`src/rtl/result_writeback_unit_pkg.sv`:
```
// Shared definitions for the result writeback sequencer: FSM encoding, flag bit positions,
// default widths and an index-width helper.
package result_writeback_unit_pkg;

  typedef enum logic [1:0] {
    StIdle    = 2'd0,
    StDrive   = 2'd1,
    StCapture = 2'd2
  } wb_state_e;

  localparam int unsigned FLAG_ZERO = 0;
  localparam int unsigned FLAG_NEG  = 1;

  localparam int unsigned DefaultDataW    = 8;
  localparam int unsigned DefaultFlagW    = 4;
  localparam int unsigned DefaultNumUnits = 4;
  localparam int unsigned DefaultNumRegs  = 4;

  // Index width for n entries, never below one bit.
  function automatic int unsigned idx_w(int unsigned n);
    return (n > 1) ? $clog2(n) : 1;
  endfunction

endpackage

```
`src/rtl/wb_regfile.sv`:
```
// Writeback register file: one synchronous write port, one combinational read port,
// asynchronous clear.
module wb_regfile
  import result_writeback_unit_pkg::*;
#(
  parameter int unsigned DATA_W   = DefaultDataW,
  parameter int unsigned NUM_REGS = DefaultNumRegs,
  localparam int unsigned AddrW   = idx_w(NUM_REGS)
) (
  input  logic              clk_i,
  input  logic              rst_ni,
  input  logic              we_i,
  input  logic [AddrW-1:0]  waddr_i,
  input  logic [DATA_W-1:0] wdata_i,
  input  logic [AddrW-1:0]  raddr_i,
  output logic [DATA_W-1:0] rdata_o
);

  logic [DATA_W-1:0] regs_q [NUM_REGS];
  logic [DATA_W-1:0] regs_d [NUM_REGS];

  always_comb begin
    regs_d = regs_q;
    if (we_i) regs_d[waddr_i] = wdata_i;
  end

  always_ff @(posedge clk_i or negedge rst_ni) begin
    if (!rst_ni) begin
      for (int i = 0; i < int'(NUM_REGS); i++) regs_q[i] <= '0;
    end else begin
      regs_q <= regs_d;
    end
  end

  // No write bypass: a read of the address being written returns the old value.
  assign rdata_o = regs_q[raddr_i];

endmodule

```
`src/rtl/result_writeback_unit.sv`:
```
// Sequences one tri-state functional unit onto the result/flag buses per request and writes
// the sampled values back into the register file and status register.
module result_writeback_unit
  import result_writeback_unit_pkg::*;
#(
  parameter int unsigned DATA_W    = DefaultDataW,
  parameter int unsigned FLAG_W    = DefaultFlagW,
  parameter int unsigned NUM_UNITS = DefaultNumUnits,
  parameter int unsigned NUM_REGS  = DefaultNumRegs,
  localparam int unsigned UnitW    = idx_w(NUM_UNITS),
  localparam int unsigned RegW     = idx_w(NUM_REGS)
) (
  input  logic                 clock,
  input  logic                 nreset,
  input  logic                 req_valid,
  output logic                 req_ready,
  input  logic [UnitW-1:0]     req_unit,
  input  logic [RegW-1:0]      req_dest,
  input  logic                 req_flag_we,
  output logic [NUM_UNITS-1:0] unit_oe,
  input  logic [DATA_W-1:0]    result_bus,
  input  logic [FLAG_W-1:0]    flags_bus,
  input  logic [RegW-1:0]      rd_addr,
  output logic [DATA_W-1:0]    rd_data,
  output logic [FLAG_W-1:0]    status_flags,
  output logic                 done,
  output logic                 error
);

  wb_state_e            state_q, state_d;
  logic [RegW-1:0]      dest_q, dest_d;
  logic                 flag_we_q, flag_we_d;
  logic                 unit_ok_q, unit_ok_d;
  logic [NUM_UNITS-1:0] unit_oe_q, unit_oe_d;
  logic [FLAG_W-1:0]    status_q, status_d;
  logic                 done_q, done_d;
  logic                 error_q, error_d;
  logic                 reg_we;

  always_comb begin
    state_d   = state_q;
    dest_d    = dest_q;
    flag_we_d = flag_we_q;
    unit_ok_d = unit_ok_q;
    unit_oe_d = unit_oe_q;
    status_d  = status_q;
    done_d    = 1'b0;
    error_d   = 1'b0;
    reg_we    = 1'b0;
    unique case (state_q)
      StIdle: begin
        unit_oe_d = '0;
        if (req_valid) begin
          dest_d    = req_dest;
          flag_we_d = req_flag_we;
          unit_ok_d = 32'(req_unit) < NUM_UNITS;
          // Out-of-range index matches no bit, so an invalid unit is never enabled.
          for (int unsigned i = 0; i < NUM_UNITS; i++) begin
            unit_oe_d[i] = (32'(req_unit) == i);
          end
          state_d = StDrive;
        end
      end
      StDrive: state_d = StCapture;
      StCapture: begin
        state_d   = StIdle;
        unit_oe_d = '0;
        done_d    = 1'b1;
        error_d   = !unit_ok_q;
        reg_we    = unit_ok_q;
        if (unit_ok_q && flag_we_q) status_d = flags_bus;
      end
      default: begin
        state_d   = StIdle;
        unit_oe_d = '0;
      end
    endcase
  end

  always_ff @(posedge clock or negedge nreset) begin
    if (!nreset) begin
      state_q   <= StIdle;
      dest_q    <= '0;
      flag_we_q <= 1'b0;
      unit_ok_q <= 1'b0;
      unit_oe_q <= '0;
      status_q  <= '0;
      done_q    <= 1'b0;
      error_q   <= 1'b0;
    end else begin
      state_q   <= state_d;
      dest_q    <= dest_d;
      flag_we_q <= flag_we_d;
      unit_ok_q <= unit_ok_d;
      unit_oe_q <= unit_oe_d;
      status_q  <= status_d;
      done_q    <= done_d;
      error_q   <= error_d;
    end
  end

  wb_regfile #(
    .DATA_W  (DATA_W),
    .NUM_REGS(NUM_REGS)
  ) u_regfile (
    .clk_i  (clock),
    .rst_ni (nreset),
    .we_i   (reg_we),
    .waddr_i(dest_q),
    .wdata_i(result_bus),
    .raddr_i(rd_addr),
    .rdata_o(rd_data)
  );

  assign req_ready    = (state_q == StIdle);
  assign unit_oe      = unit_oe_q;
  assign status_flags = status_q;
  assign done         = done_q;
  assign error        = error_q;

endmodule

```
`config.mk`:
```
export PLATFORM = sky130hd
export DESIGN_NAME = result_writeback_unit
export DESIGN_NICKNAME = d
export VERILOG_FILES = /design/src/rtl/result_writeback_unit_pkg.sv /design/src/rtl/wb_regfile.sv /design/src/rtl/result_writeback_unit.sv
export SDC_FILE = /design/constraint.sdc
export NUM_CORES = 1
export LEC_CHECK = 0
export ABC_CLOCK_PERIOD_IN_PS = 3100
export BUFFER_PORTS_ARGS = -buffer_cell sky130_fd_sc_hd__buf_2
export CAP_MARGIN = 20
export CORE_ASPECT_RATIO = 1.4
export CORE_MARGIN = 4
export CORE_UTILIZATION = 45
export DETAILED_ROUTE_END_ITERATION = 12
export HOLD_SLACK_MARGIN = 0.06
export PLACE_DENSITY = 0.67
export SLEW_MARGIN = 40
export SYNTH_ARGS = -nofsm -noshare
export SYNTH_HDL_FRONTEND = slang
export SYNTH_SLANG_ARGS = --single-unit
export TNS_END_PERCENT = 100
```
`constraint.sdc`:
```
create_clock -name clock -period 3.1 [get_ports clock]
set_input_delay 0.31 -clock clock [delete_from_list [all_inputs] [get_ports clock]]
set_output_delay 0.31 -clock clock [all_outputs]
set_load 0.02 [all_outputs]
```
==> impl_results.md <==
* CTS H-tree lvls at 2
* Hold_sp: req_flag_we
* WL per Instance at 17.5 um
* Final TNS setup at 0 ns
* Mapped Nets at 140
* Fin. Hold Viols at 0
* Worst Hold Class: primary input to flop
* Antenna violations before repair at 0
* Yosys reg bits at 48
* WHS at 0.242 ns
* # port buffers at 40
* Period minus WS final at 1.70 ns
* Least-Margin Pin Slew at 0.613 ns
* Hold Crit Depth at 2
* Fin area at 2400 um^2
* Post-synth top area cell: dfrtp_1
* Buf+Inv Stages, Crit Path at 0
* Relative slew slack at 0.591
* Slowest cell on crit path: and4b_1
* Mapped Avg Cell Area at 17.6 um^2
* CP top delay family: simple AND/OR/NAND/NOR gates
* Worst clock skew at 0.00190 ns
* FF-to-FF Start: state_q[1]
* Cells after synthesis at 118
* Drt pass-1 iters at 4
* Die height at 88.3 um
* Seq/Total Area, Yosys at 0.579
* Slew Limit Fails at 0
* Largest net degree at the start of global routing at 49
* Startpoint types: flop
* Status: finished clean
* WS Path Type: flop to flop
* Routed vias/inst at 5.11
* DR vias at 1130
* WL met1 at 1610 um
* Placed cell area at 2300 um^2
* Required @ worst endpoint at 3.29 ns
* Top Metal Used: met4
* Share of the synthesized area in the top cell type at 0.579
* HPWL after DPL at 2700 um
* DRC errors left at 0
* Cell variety after synth at 19
* Filler Cell Count at 395
* Final ANT Viol Nets at 0
* Power Density at 874 nW/um^2
* Post_cts resized at 0
* Initial DRC count at 36
* DIE WIDTH at 65.4 um
* Core Footprint at 4340 um^2
* Initial Util at 0.477
* Crit path arrival time at 1.89 ns
* Largest cells by area after synthesis: dfrtp_1 (58%), mux2_2 (12%), mux2_4 (12%)
* Main synth FF type: dfrtp_1
* YS warnings at 0
* Max Cap Violations at 0
* Placement row count at 28
* Clock Tree Buf Depth at 2
* Min-Delay Endpoint: flag_we_q
* Overall Global Routing Usage at 0.147
* Met3 wire length at 260 um
* Grt ovf at 0
* Worst VDD drop at 0.410 mV
* Commonest non-fill, non-tap cell in the layout: dfrtp_1
* Crit-path max cell delay at 0.62 ns
* Fmax at 587 MHz
* Share of layout cells above drive strength 1 at 0.602
* Root Buffer Master: clkbuf_8
* Io pins at 41
* Setup Fix Bufs, Post-CTS at 0
* Final worst-path cycle share at 0.550
* Met2 WL at 1930 um
* EDFF count, synth at 0
* CP endpoint kind: flop
* Tot Pwr at 2100 uW
* Die footprint at 5770 um^2
* Nets@finish at 182
* Critical Path, Cell by Cell: nor2b_4 > and4b_1 > mux2_4
* Clock transition at path regs at 0.08 ns
* Placed Cells at 212
* Finished Layout Cells at 221
* # hold bufs at CTS at 1
* Commonest non-fill, non-tap cells in the layout: dfrtp_1 (48), buf_2 (39), mux2_2 (23), mux2_4 (16), mux4_2 (8)
* CTS tree: yes
* Crit-path max FO at 8
* Final WL at 3860 um
* Synthesis-to-finish area growth at 15.9%
* Leakage at 0.00111 uW
* FF-to-FF path depth at 3
* RSZ-0062 raised after global routing: no
* Number of buffers created by CTS at 5
* Synthesized area at 2070 um^2
* First-pass GRT wire length at 6400 um
* Async S/R FF share, synth at 1.00
* Ant. Diodes at 0
* Vias in the first global route at 1313
* Worst r2r dst: u_regfile.regs_q[16]
* Worst-Skew Late Latency at 0.29 ns
* Sinks on Clock Net at 48
* Final setup fails at 0
* Placer congestion estimate at 0.719
* Flop2flop setup slack at 1.40 ns
## report_power, final
| part | switching, uW | internal [uW] | total (uW) |
|---|---|---|---|
| Sequential | 140 | 881 | 1020 |
| Combinational | 284 | 417 | 701 |
| Clock | 194 | 182 | 377 |
## Yosys cell counts (2+ instances only)
cell type   n
buf_6       3
inv_1       2
buf_2       2
nor2b_1     2
dfrtp_1    48
mux4_2      8
mux2_2     23
a32o_1      4
mux2_4     16
## cell families (layout without fill, tap and decap cells)
group                  Yosys count  count (layout)  share of synthesized area
flip-flops                      48              48                      0.579
multiplexers                    47              47                      0.328
AND/OR/NAND/NOR                 11              11                     0.0471
buffers and inverters            8              51                     0.0266
AO/OA/AOI/OAI                    4               4                     0.0193
## how the worst max path moves through the flow
stage               depth (start not counted)  slack, ns              endpoint       start
floorplan                                   4       1.59             dest_q[0]  state_q[0]
global placement                            3       1.44  u_regfile.regs_q[22]  state_q[0]
detailed placement                          3       1.38  u_regfile.regs_q[16]  state_q[1]
CTS                                         3       1.37  u_regfile.regs_q[16]  state_q[1]
global route                                3       1.31  u_regfile.regs_q[16]  state_q[0]
finish                                      3       1.40  u_regfile.regs_q[16]  state_q[1]
## state kept, by name, summed over array words and instances (netlist names)
register and cells:
u_regfile.regs_q 32, error 1, unit_oe 4, state_q 2, unit_ok_q 1, flag_we_q 1
done 1, dest_q 2, status_flags 4
## routing by layer
metal | GRT usage | vias to the layer above
li1 | - | 519
met4 | 0.0509 | 0
met2 | 0.246 | 39
met1 | 0.182 | 566
met5 | 0 | -
met3 | 0.0445 | 6
## metrics by stage
| step | setup WS (ns) | util |
|---|---|---|
| after global routing | 1.31 | 0.553 |
| after floorplan | 1.59 | - |
| after detailed placement | 1.38 | 0.530 |
| after global placement | 1.44 | 0.530 |
| after CTS | 1.37 | 0.553 |
| final | 1.40 | 0.553 |
## layout make-up
class,count,area (um^2),share of cell area
sequential,48,1200,0.500
multi-input combinational,62,817,0.340
timing repair buffer,41,213,0.0885
clock buffer,8,90.1,0.0375
tap,60,75.1,0.0312
inverter,2,7.51,0.00312
Power figures use the tool's default switching activity.
